$ cat src/rtl/rx_slicer_agc.sv
// rx_slicer_agc: 4-PAM symbol decision with block-averaged amplitude reference.
// Takes one sample per symbol from the 4x oversampled stream, slices it against a reference
// level that tracks mean |x| over 2^LOG2_AVG symbols, and reports slicer error and lock.
// Optional feature: define RX_SLICER_MER_EN to enable the block-averaged err^2 output err_pwr.
// Symbol level constants normally come from defines.vh; fallbacks are provided below.

`ifndef SYMBOL_P2
`define SYMBOL_P2 18'sd3
`endif
`ifndef SYMBOL_P1
`define SYMBOL_P1 18'sd1
`endif
`ifndef SYMBOL_N1
`define SYMBOL_N1 -18'sd1
`endif
`ifndef SYMBOL_N2
`define SYMBOL_N2 -18'sd3
`endif

module rx_slicer_agc #(
    parameter int                     IN_W         = 18,
    parameter int                     LOG2_AVG     = 7,
    parameter logic [1:0]             SAMPLE_PHASE = 2'd0,
    parameter logic signed [IN_W-1:0] REF_INIT     = 18'sd8192
) (
    input  logic                     clk,
    input  logic                     reset_n,
    input  logic                     sam_clk_en,
    input  logic [1:0]               phase4,
    input  logic                     ref_hold,
    input  logic signed [IN_W-1:0]   in,
    output logic                     sym_valid,
    output logic [1:0]               sym_idx,
    output logic signed [17:0]       sym_out,
    output logic signed [IN_W-1:0]   err,
    output logic signed [IN_W-1:0]   ref_level,
    output logic                     locked,
    output logic [2*IN_W-1:0]        err_pwr
);

    localparam int EW = IN_W + 2;
    localparam int AW = IN_W + LOG2_AVG;
    localparam logic signed [EW-1:0] SAT_HI = EW'((2 ** (IN_W - 1)) - 1);
    localparam logic signed [EW-1:0] SAT_LO = EW'(-(2 ** (IN_W - 1)));

    typedef enum logic [0:0] {StAcq, StTrack} state_e;

    state_e                  state_q, state_d;
    logic signed [IN_W-1:0]  x_q;
    logic                    cap_q;
    logic                    sym_valid_q;
    logic [1:0]              idx_q, idx_d;
    logic signed [17:0]      sym_q, sym_d;
    logic signed [IN_W-1:0]  err_q, err_d;
    logic signed [IN_W-1:0]  ref_q;
    logic [AW-1:0]           acc_q, acc_sum;
    logic [LOG2_AVG-1:0]     cnt_q;
    logic [IN_W-1:0]         ax;
    logic signed [EW-1:0]    xe, refe, half, recon, diff;
    logic signed [IN_W-1:0]  new_ref;
    logic                    block_end, degen;

    // Sample capture at the symbol-centre phase; cap_q schedules the decision one clk later
    always_ff @(posedge clk or negedge reset_n) begin
        if (!reset_n) begin
            x_q   <= '0;
            cap_q <= 1'b0;
        end else begin
            cap_q <= sam_clk_en && (phase4 == SAMPLE_PHASE);
            if (sam_clk_en && (phase4 == SAMPLE_PHASE)) x_q <= in;
        end
    end

    // Magnitude with the most-negative code clamped to the largest positive value
    always_comb begin
        ax = x_q;
        if (x_q == SAT_LO[IN_W-1:0]) ax = SAT_HI[IN_W-1:0];
        else if (x_q < 0)           ax = -x_q;
    end

    // Slicer and error, evaluated at IN_W+2 bits so 1.5*ref cannot overflow
    always_comb begin
        xe    = {{2{x_q[IN_W-1]}}, x_q};
        refe  = {{2{ref_q[IN_W-1]}}, ref_q};
        half  = refe >>> 1;
        idx_d = 2'b00;
        sym_d = `SYMBOL_N2;
        recon = -(refe + half);
        if (xe >= refe) begin
            idx_d = 2'b10;
            sym_d = `SYMBOL_P2;
            recon = refe + half;
        end else if (xe >= 0) begin
            idx_d = 2'b11;
            sym_d = `SYMBOL_P1;
            recon = half;
        end else if (xe >= -refe) begin
            idx_d = 2'b01;
            sym_d = `SYMBOL_N1;
            recon = -half;
        end
        diff = xe - recon;
        if (diff > SAT_HI)      err_d = SAT_HI[IN_W-1:0];
        else if (diff < SAT_LO) err_d = SAT_LO[IN_W-1:0];
        else                    err_d = diff[IN_W-1:0];
    end

    // Block-average arithmetic; the block ends on the decision that wraps the counter
    always_comb begin
        acc_sum   = acc_q + AW'(ax);
        new_ref   = acc_sum[AW-1:LOG2_AVG];
        degen     = new_ref < 2;
        block_end = cap_q && (&cnt_q);
    end

    // Registered decision outputs; sym_valid pulses once per decision regardless of state
    always_ff @(posedge clk or negedge reset_n) begin
        if (!reset_n) begin
            sym_valid_q <= 1'b0;
            idx_q       <= '0;
            sym_q       <= '0;
            err_q       <= '0;
        end else begin
            sym_valid_q <= cap_q;
            if (cap_q) begin
                idx_q <= idx_d;
                sym_q <= sym_d;
                err_q <= err_d;
            end
        end
    end

    // Accumulator, symbol counter and reference update; ref_hold gates only the update
    always_ff @(posedge clk or negedge reset_n) begin
        if (!reset_n) begin
            acc_q <= '0;
            cnt_q <= '0;
            ref_q <= REF_INIT;
        end else if (cap_q) begin
            cnt_q <= cnt_q + LOG2_AVG'(1);
            if (block_end) begin
                acc_q <= '0;
                if (!ref_hold) ref_q <= degen ? REF_INIT : new_ref;
            end else begin
                acc_q <= acc_sum;
            end
        end
    end

    // FSM state register
    always_ff @(posedge clk or negedge reset_n) begin
        if (!reset_n) state_q <= StAcq;
        else          state_q <= state_d;
    end

    // FSM next state: any block end locks, except a degenerate reference update
    always_comb begin
        state_d = state_q;
        if (block_end) begin
            if (!ref_hold && degen) state_d = StAcq;
            else                    state_d = StTrack;
        end
    end

    // FSM outputs
    always_comb begin
        locked = (state_q == StTrack);
    end

`ifdef RX_SLICER_MER_EN
    logic signed [2*IN_W-1:0] sq_s;
    logic [2*IN_W-1:0]        esum_q, esum_sat, pwr_q;
    logic [2*IN_W:0]          esum_add;

    // Saturating sum of err^2 across the block
    always_comb begin
        sq_s     = err_d * err_d;
        esum_add = {1'b0, esum_q} + {1'b0, sq_s};
        esum_sat = esum_add[2*IN_W] ? '1 : esum_add[2*IN_W-1:0];
    end

    // Error power register, published at each block end
    always_ff @(posedge clk or negedge reset_n) begin
        if (!reset_n) begin
            esum_q <= '0;
            pwr_q  <= '0;
        end else if (cap_q) begin
            if (block_end) begin
                esum_q <= '0;
                pwr_q  <= esum_sat >> LOG2_AVG;
            end else begin
                esum_q <= esum_sat;
            end
        end
    end

    assign err_pwr = pwr_q;
`else
    assign err_pwr = '0;
`endif

    assign sym_valid = sym_valid_q;
    assign sym_idx   = idx_q;
    assign sym_out   = sym_q;
    assign err       = err_q;
    assign ref_level = ref_q;

endmodule
$ cat config.mk
export PLATFORM = sky130hd
export DESIGN_NAME = rx_slicer_agc
export DESIGN_NICKNAME = d
export VERILOG_FILES = /design/src/rtl/rx_slicer_agc.sv
export SDC_FILE = /design/constraint.sdc
export NUM_CORES = 1
export LEC_CHECK = 0
export ABC_CLOCK_PERIOD_IN_PS = 6500
export BUFFER_PORTS_ARGS = -buffer_cell sky130_fd_sc_hd__buf_2
export CAP_MARGIN = 25
export CORE_MARGIN = 2
export CORE_UTILIZATION = 55
export DETAILED_ROUTE_END_ITERATION = 7
export PLACE_DENSITY = 0.79
export SLEW_MARGIN = 20
export SYNTH_ARGS = -nofsm -noshare
export SYNTH_HDL_FRONTEND = slang
export SYNTH_SLANG_ARGS = --single-unit
$ cat constraint.sdc
create_clock -name clk -period 6.5 [get_ports clk]
set_input_delay 0.65 -clock clk [delete_from_list [all_inputs] [get_ports clk]]
set_output_delay 0.65 -clock clk [all_outputs]
set_load 0.05 [all_outputs]
# After elaboration in Yosys (flattened, before gate mapping)
# Index checks and enable logic that the tools add are counted.
# W data, S select, Z words.
dict set report word_totals {
  register_bits 109
  in_bits 24
  output_inout_bits 94
  elab_cells 50
}
dict set report classes {
  add_sub_neg 8
  n_lt_le_gt_ge 7
  n_eq_ne 1
  muxes 16
  bitwise 1
  reduce_logical 7
}
# cell n
set op_table {}
lappend op_table {{$mux W18} 7}
lappend op_table {{$mux W20} 3}
lappend op_table {{$add A25 B18 Y25} 1}
lappend op_table {{$mux W25} 1}
lappend op_table {{$ge A18 B20 Y1} 1}
lappend op_table {{$gt A20 B18 Y1 const B} 1}
lappend op_table {{$lt A20 B18 Y1 const B} 1}
lappend op_table {{$neg A17 Y20} 1}
lappend op_table {{$neg A18 Y20} 1}
lappend op_table {{$neg A20 Y20} 1}
lappend op_table {{$sub A18 B20 Y20} 1}
lappend op_table {{$add A18 B17 Y19} 1}
lappend op_table {{$eq A18 B18 Y1 const B} 1}
lappend op_table {{$ge A18 B1 Y1 const B} 1}
lappend op_table {{$ge A18 B18 Y1} 1}
lappend op_table {{$lt A18 B1 Y1 const B} 1}
lappend op_table {{$lt A18 B3 Y1 const B} 1}
lappend op_table {{$neg A18 Y18} 1}
lappend op_table {{$add A7 B1 Y7 const B} 1}
lappend op_table {{$reduce_and A7 Y1} 1}
lappend op_table {{$mux W2} 3}
lappend op_table {{$logic_and A1 B1 Y1} 3}
lappend op_table {{$reduce_and A3 Y1} 1}
lappend op_table {{$logic_not A2 Y1} 1}
lappend op_table {{3 further kinds} 4}

# Logic depth before layout (Yosys ltp)
dict set report depth {
  depth_word 9
  ltp_mapped 32
  mapped_depth_nobuf 30
}

# Least setup slack after synthesis
# Ideal clock, no wire load.
dict set report synth_timing {
  kind {flip-flop to flip-flop}
  from {register ref_q[1] (netlist: ref_level[1])}
  to {register err_q[10] (netlist: err[10])}
  setup_ns 0.080
  arrival_time_ns 7.121
  t_required_ns 6.420
  path_slack_ns -0.701
  stages_incl_launch_ff 30
  path_buffers 2
  synth_period_minus_slack_ns 7.201
  path_cell_list {dfrtp_1 > inv_1 > ha_1 > and3_1 > nand4_1 > nor3_1 > or2_2 > ha_1 > nand4_1 > and4bb_1 > a21boi_2 > a2111oi_4 > mux2i_2 > inv_1 > nor2_1 > clkbuf_1 > nand2_1 > nand2_1 > a21oi_1 > ha_1 > a2111oi_0 > a22oi_1 > a211oi_1 > o21ai_0 > nor4b_1 > a21oi_1 > o21ai_0 > nor2_4 > buf_6 > o211ai_2}
}
dict set report synth_between {
  elab_chain_cells 9
  elab_cells_between_ends 14
  classes_between {add/sub (5); order compare (4); mux (5)}
}
# item line
set synth_lines {}
lappend synth_lines {{start, declared} 55} ;# logic signed [IN_W-1:0] ref_q;
lappend synth_lines {{start signal, assigned} 143} ;# if (!ref_hold) ref_q <= degen ? REF_INIT : new_ref;
lappend synth_lines {{$add A18 B17 Y19 / $neg A18 Y20 (equally long branches)} {88, 92, 97}}
lappend synth_lines {{$neg A20 Y20 / $ge A18 B20 Y1 (equally long branches)} {88, 97}}
lappend synth_lines {{$mux W20} 97} ;# end else if (xe >= -refe) begin
lappend synth_lines {{$mux W20} 93} ;# end else if (xe >= 0) begin
lappend synth_lines {{$mux W20 (*)} 89} ;# if (xe >= refe) begin
lappend synth_lines {{$sub A18 B20 Y20 (*)} 102} ;# diff = xe - recon;
lappend synth_lines {{$lt A20 B18 Y1} 104} ;# else if (diff < SAT_LO) err_d = SAT_LO[IN_W-1:0];
lappend synth_lines {{$mux W18} 104}
lappend synth_lines {{$mux W18 (*)} 103} ;# if (diff > SAT_HI) err_d = SAT_HI[IN_W-1:0];
lappend synth_lines {{end signal, assigned} 128} ;# err_q <= err_d;
lappend synth_lines {{end, declared} 54} ;# logic signed [IN_W-1:0] err_q, err_d;
# Mark *: on every way between the ends. The rest lies on a longest branch, timed or not.
# A chain may end at the register's enable or synchronous reset.

# Worst setup path in the final report
dict set report layout_timing {
  from {register ref_q[5] (netlist: ref_level[5])}
  to {register err_q[1] (netlist: err[1])}
}
# Same word-level chain as after synthesis.

==> flow_summary.json <==
{
  "maxCapViolCount": 0,
  "crit_slowest_cell": "a2111oi_4",
  "grt_usage_pct": 29.9,
  "drt-pass1-iter-count": 5,
  "fin_area_um2": 11600,
  "required_ns": 6.70,
  "max_slew_margin_pct": 40.2,
  "synthToLayoutAreaGrowth_pct": 16.3,
  "r2r-start": "ref_level[5]",
  "hold_violations": 0,
  "cts-root-buf": "clkbuf_16",
  "vias_per_cell": 6.26,
  "fmax_ghz": 0.157,
  "syn-cell-area_um2": 9930,
  "synth-seq-cells": 94,
  "status": "complete, no violations",
  "core_um2": 17800,
  "setup_ws_ns": 0.114,
  "drt_iter0_drc": 856,
  "h-tree-depth": 3,
  "die_w_um": 138,
  "grt_pass1_vias": 8982,
  "vias": 9757,
  "async_reset_ff_share_pct": 100,
  "finClkSkew_ns": 0.00869,
  "antenna_found_initial": 0,
  "dpl_cell_area_um2": 10700,
  "n_antenna_cell": 0,
  "instances_no_fill": 1559,
  "hold_class": "input port to async pin",
  "clk_latency_ns": 0.36,
  "crit_type": "flop to flop",
  "fin_crit_ns": 6.39,
  "grt_pass1_wl_mm": 46.5,
  "path_clk_slew_ns": 0.08,
  "hold-worst-slack_ns": 0.165,
  "fin_crit_sh_pct": 98.3,
  "synth_cell_types": 94,
  "drive_above_1_share_pct": 24.2,
  "end_kind": "flop",
  "crit_arrival_ns": 6.58,
  "num_rows": 49,
  "portBuffers": 81,
  "fill_cells": 1442,
  "syn_inst": 1195,
  "layout_common_cells": "104 x ha_1, 98 x nand2_1, 95 x buf_4",
  "synth_edf_count": 0,
  "hold_buffers": 0,
  "die_h_um": 138,
  "grt-ovfl-total": 0,
  "initial_core_util_pct": 55.7,
  "setup_violations": 0,
  "cts_buffer_depth": 2,
  "gp_congestion": 1.03,
  "drcViolationCount": 0,
  "cts_tree": "yes",
  "tightest_slew_ns": 0.895,
  "nets": 1464,
  "worstPathMaxFanout": 7,
  "synthFlopType": "dfrtp_1",
  "post_drt_wl_per_cell_um": 19.9,
  "die_area_um2": 19200,
  "final_common_cell": "ha_1",
  "start_kind": "flop",
  "dp_slack_ns": -0.248,
  "io_pins": 118,
  "clkSinkCount": 94,
  "synth_warnings": 0,
  "crit_start": "ref_level[5]",
  "ff_latch_area_um2": 2360,
  "dp_cells": 1509,
  "ant_nets": 0,
  "p_leak_nw": 5.23,
  "syn_area_per_cell_um2": 8.31,
  "wirelength_mm": 31.1,
  "grt_max_degree": 79,
  "dpl.hpwl_mm": 22.2,
  "slew_violations": 0,
  "cts_buffers": 9,
  "multiInputGateArea_um2": 7160,
  "yosysSeqAreaShare_pct": 23.7,
  "p_per_area_nw_per_um2": 380,
  "vdd_drop_max_v": 0.000289,
  "cpPeakStageDelay_ns": 0.46
}
[synth_stat cells (33+ instances only)]
cell | n | area, um^2
ha_1 | 112 | 1400
nand2_1 | 103 | 387
nor2_1 | 100 | 375
dfrtp_1 | 93 | 2330
a21oi_1 | 68 | 340
inv_1 | 65 | 244
o21ai_0 | 60 | 300
xnor2_1 | 58 | 508
buf_4 | 52 | 390
o22ai_1 | 45 | 282
clkbuf_1 | 36 | 135
xor2_1 | 33 | 289
[sequential cells by signal, indices dropped and copies added (netlist names)]
signal / flops
acc_q: 25
err: 18
ref_level: 18
x_q: 18
cnt_q: 7
sym_out: 3
sym_idx: 2
cap_q: 1
locked: 1
sym_valid: 1
[layer usage]
layer / track usage [%] / routed length (um)
met5: 0 / 0
met4: 12.7 / 1680
met2: 50.2 / 14800
met1: 37.8 / 12200
met3: 5.72 / 2390
[cells by family after synthesis]
family	Yosys count	synth area share, %
flip-flops	94	23.7
XOR/XNOR	91	8.02
adder cells (fa/ha/maj)	115	14.7
other	1	0.0378
AO/OA/AOI/OAI	324	22.9
AND/OR/NAND/NOR	381	19.1
multiplexers	26	2.88
buffers and inverters	163	8.68
[through the flow]
| step | TNS [ns] | utilization, % | power (mW) |
|---|---|---|---|
| floorplan | 0 | - | 2.86 |
| global placement | -0.00447 | 59.8 | 3.48 |
| detailed placement | -3.03 | 59.8 | 3.53 |
| CTS | 0 | 62.1 | 4.14 |
| global route | -2.81 | 64.8 | 4.65 |
| finish | 0 | 64.8 | 4.39 |
[area by class of cell]
cell class,count,area share (%)
Timing Repair Buffer,181,10.4
Sequential cell,94,20.4
Inverter,65,2.20
Tap cell,229,2.48
Clock buffer,9,1.95
Clock inverter,7,0.585
Multi-Input combinational cell,974,62.0
[worst max-delay path: cells and delay by family (launching register included)]
| family | cells | cell delay [ns] |
|---|---|---|
| xor gates and xnor gates | 1 | 0.13 |
| adders and majority gates | 3 | 0.87 |
| buffers and inverters | 3 | 0.33 |
| DFF | 1 | 0.43 |
| and+or+nand+nor | 8 | 1.09 |
| muxes | 1 | 0.36 |
| AOI/OAI and AO/OA | 13 | 3.04 |
[where the power goes]
part | switching, mW | internal, mW | total, mW
Sequential | 0.152 | 0.742 | 0.894
Combinational | 1.82 | 1.14 | 2.96
Clock | 0.265 | 0.269 | 0.535
[what timing repair did]
action,in CTS,in global routing
setup endpoints to repair,17,34
gates cloned,0,2
gates resized for setup,13,68
pin swaps,9,31
setup buffers,7,24
[worst paths after layout]
path                                  to  slack [ns]  cells after the start
max                               err[1]        0.11                     29
min                              err[14]        0.17                      1
max reg2reg                       err[1]        0.11                     29
min reg2reg                   sym_out[0]        0.46                      1
max in group asynchronous  ref_level[13]        5.28                      3
min in group clk              sym_out[0]        0.46                      1
(Power assumes the default switching activity.)
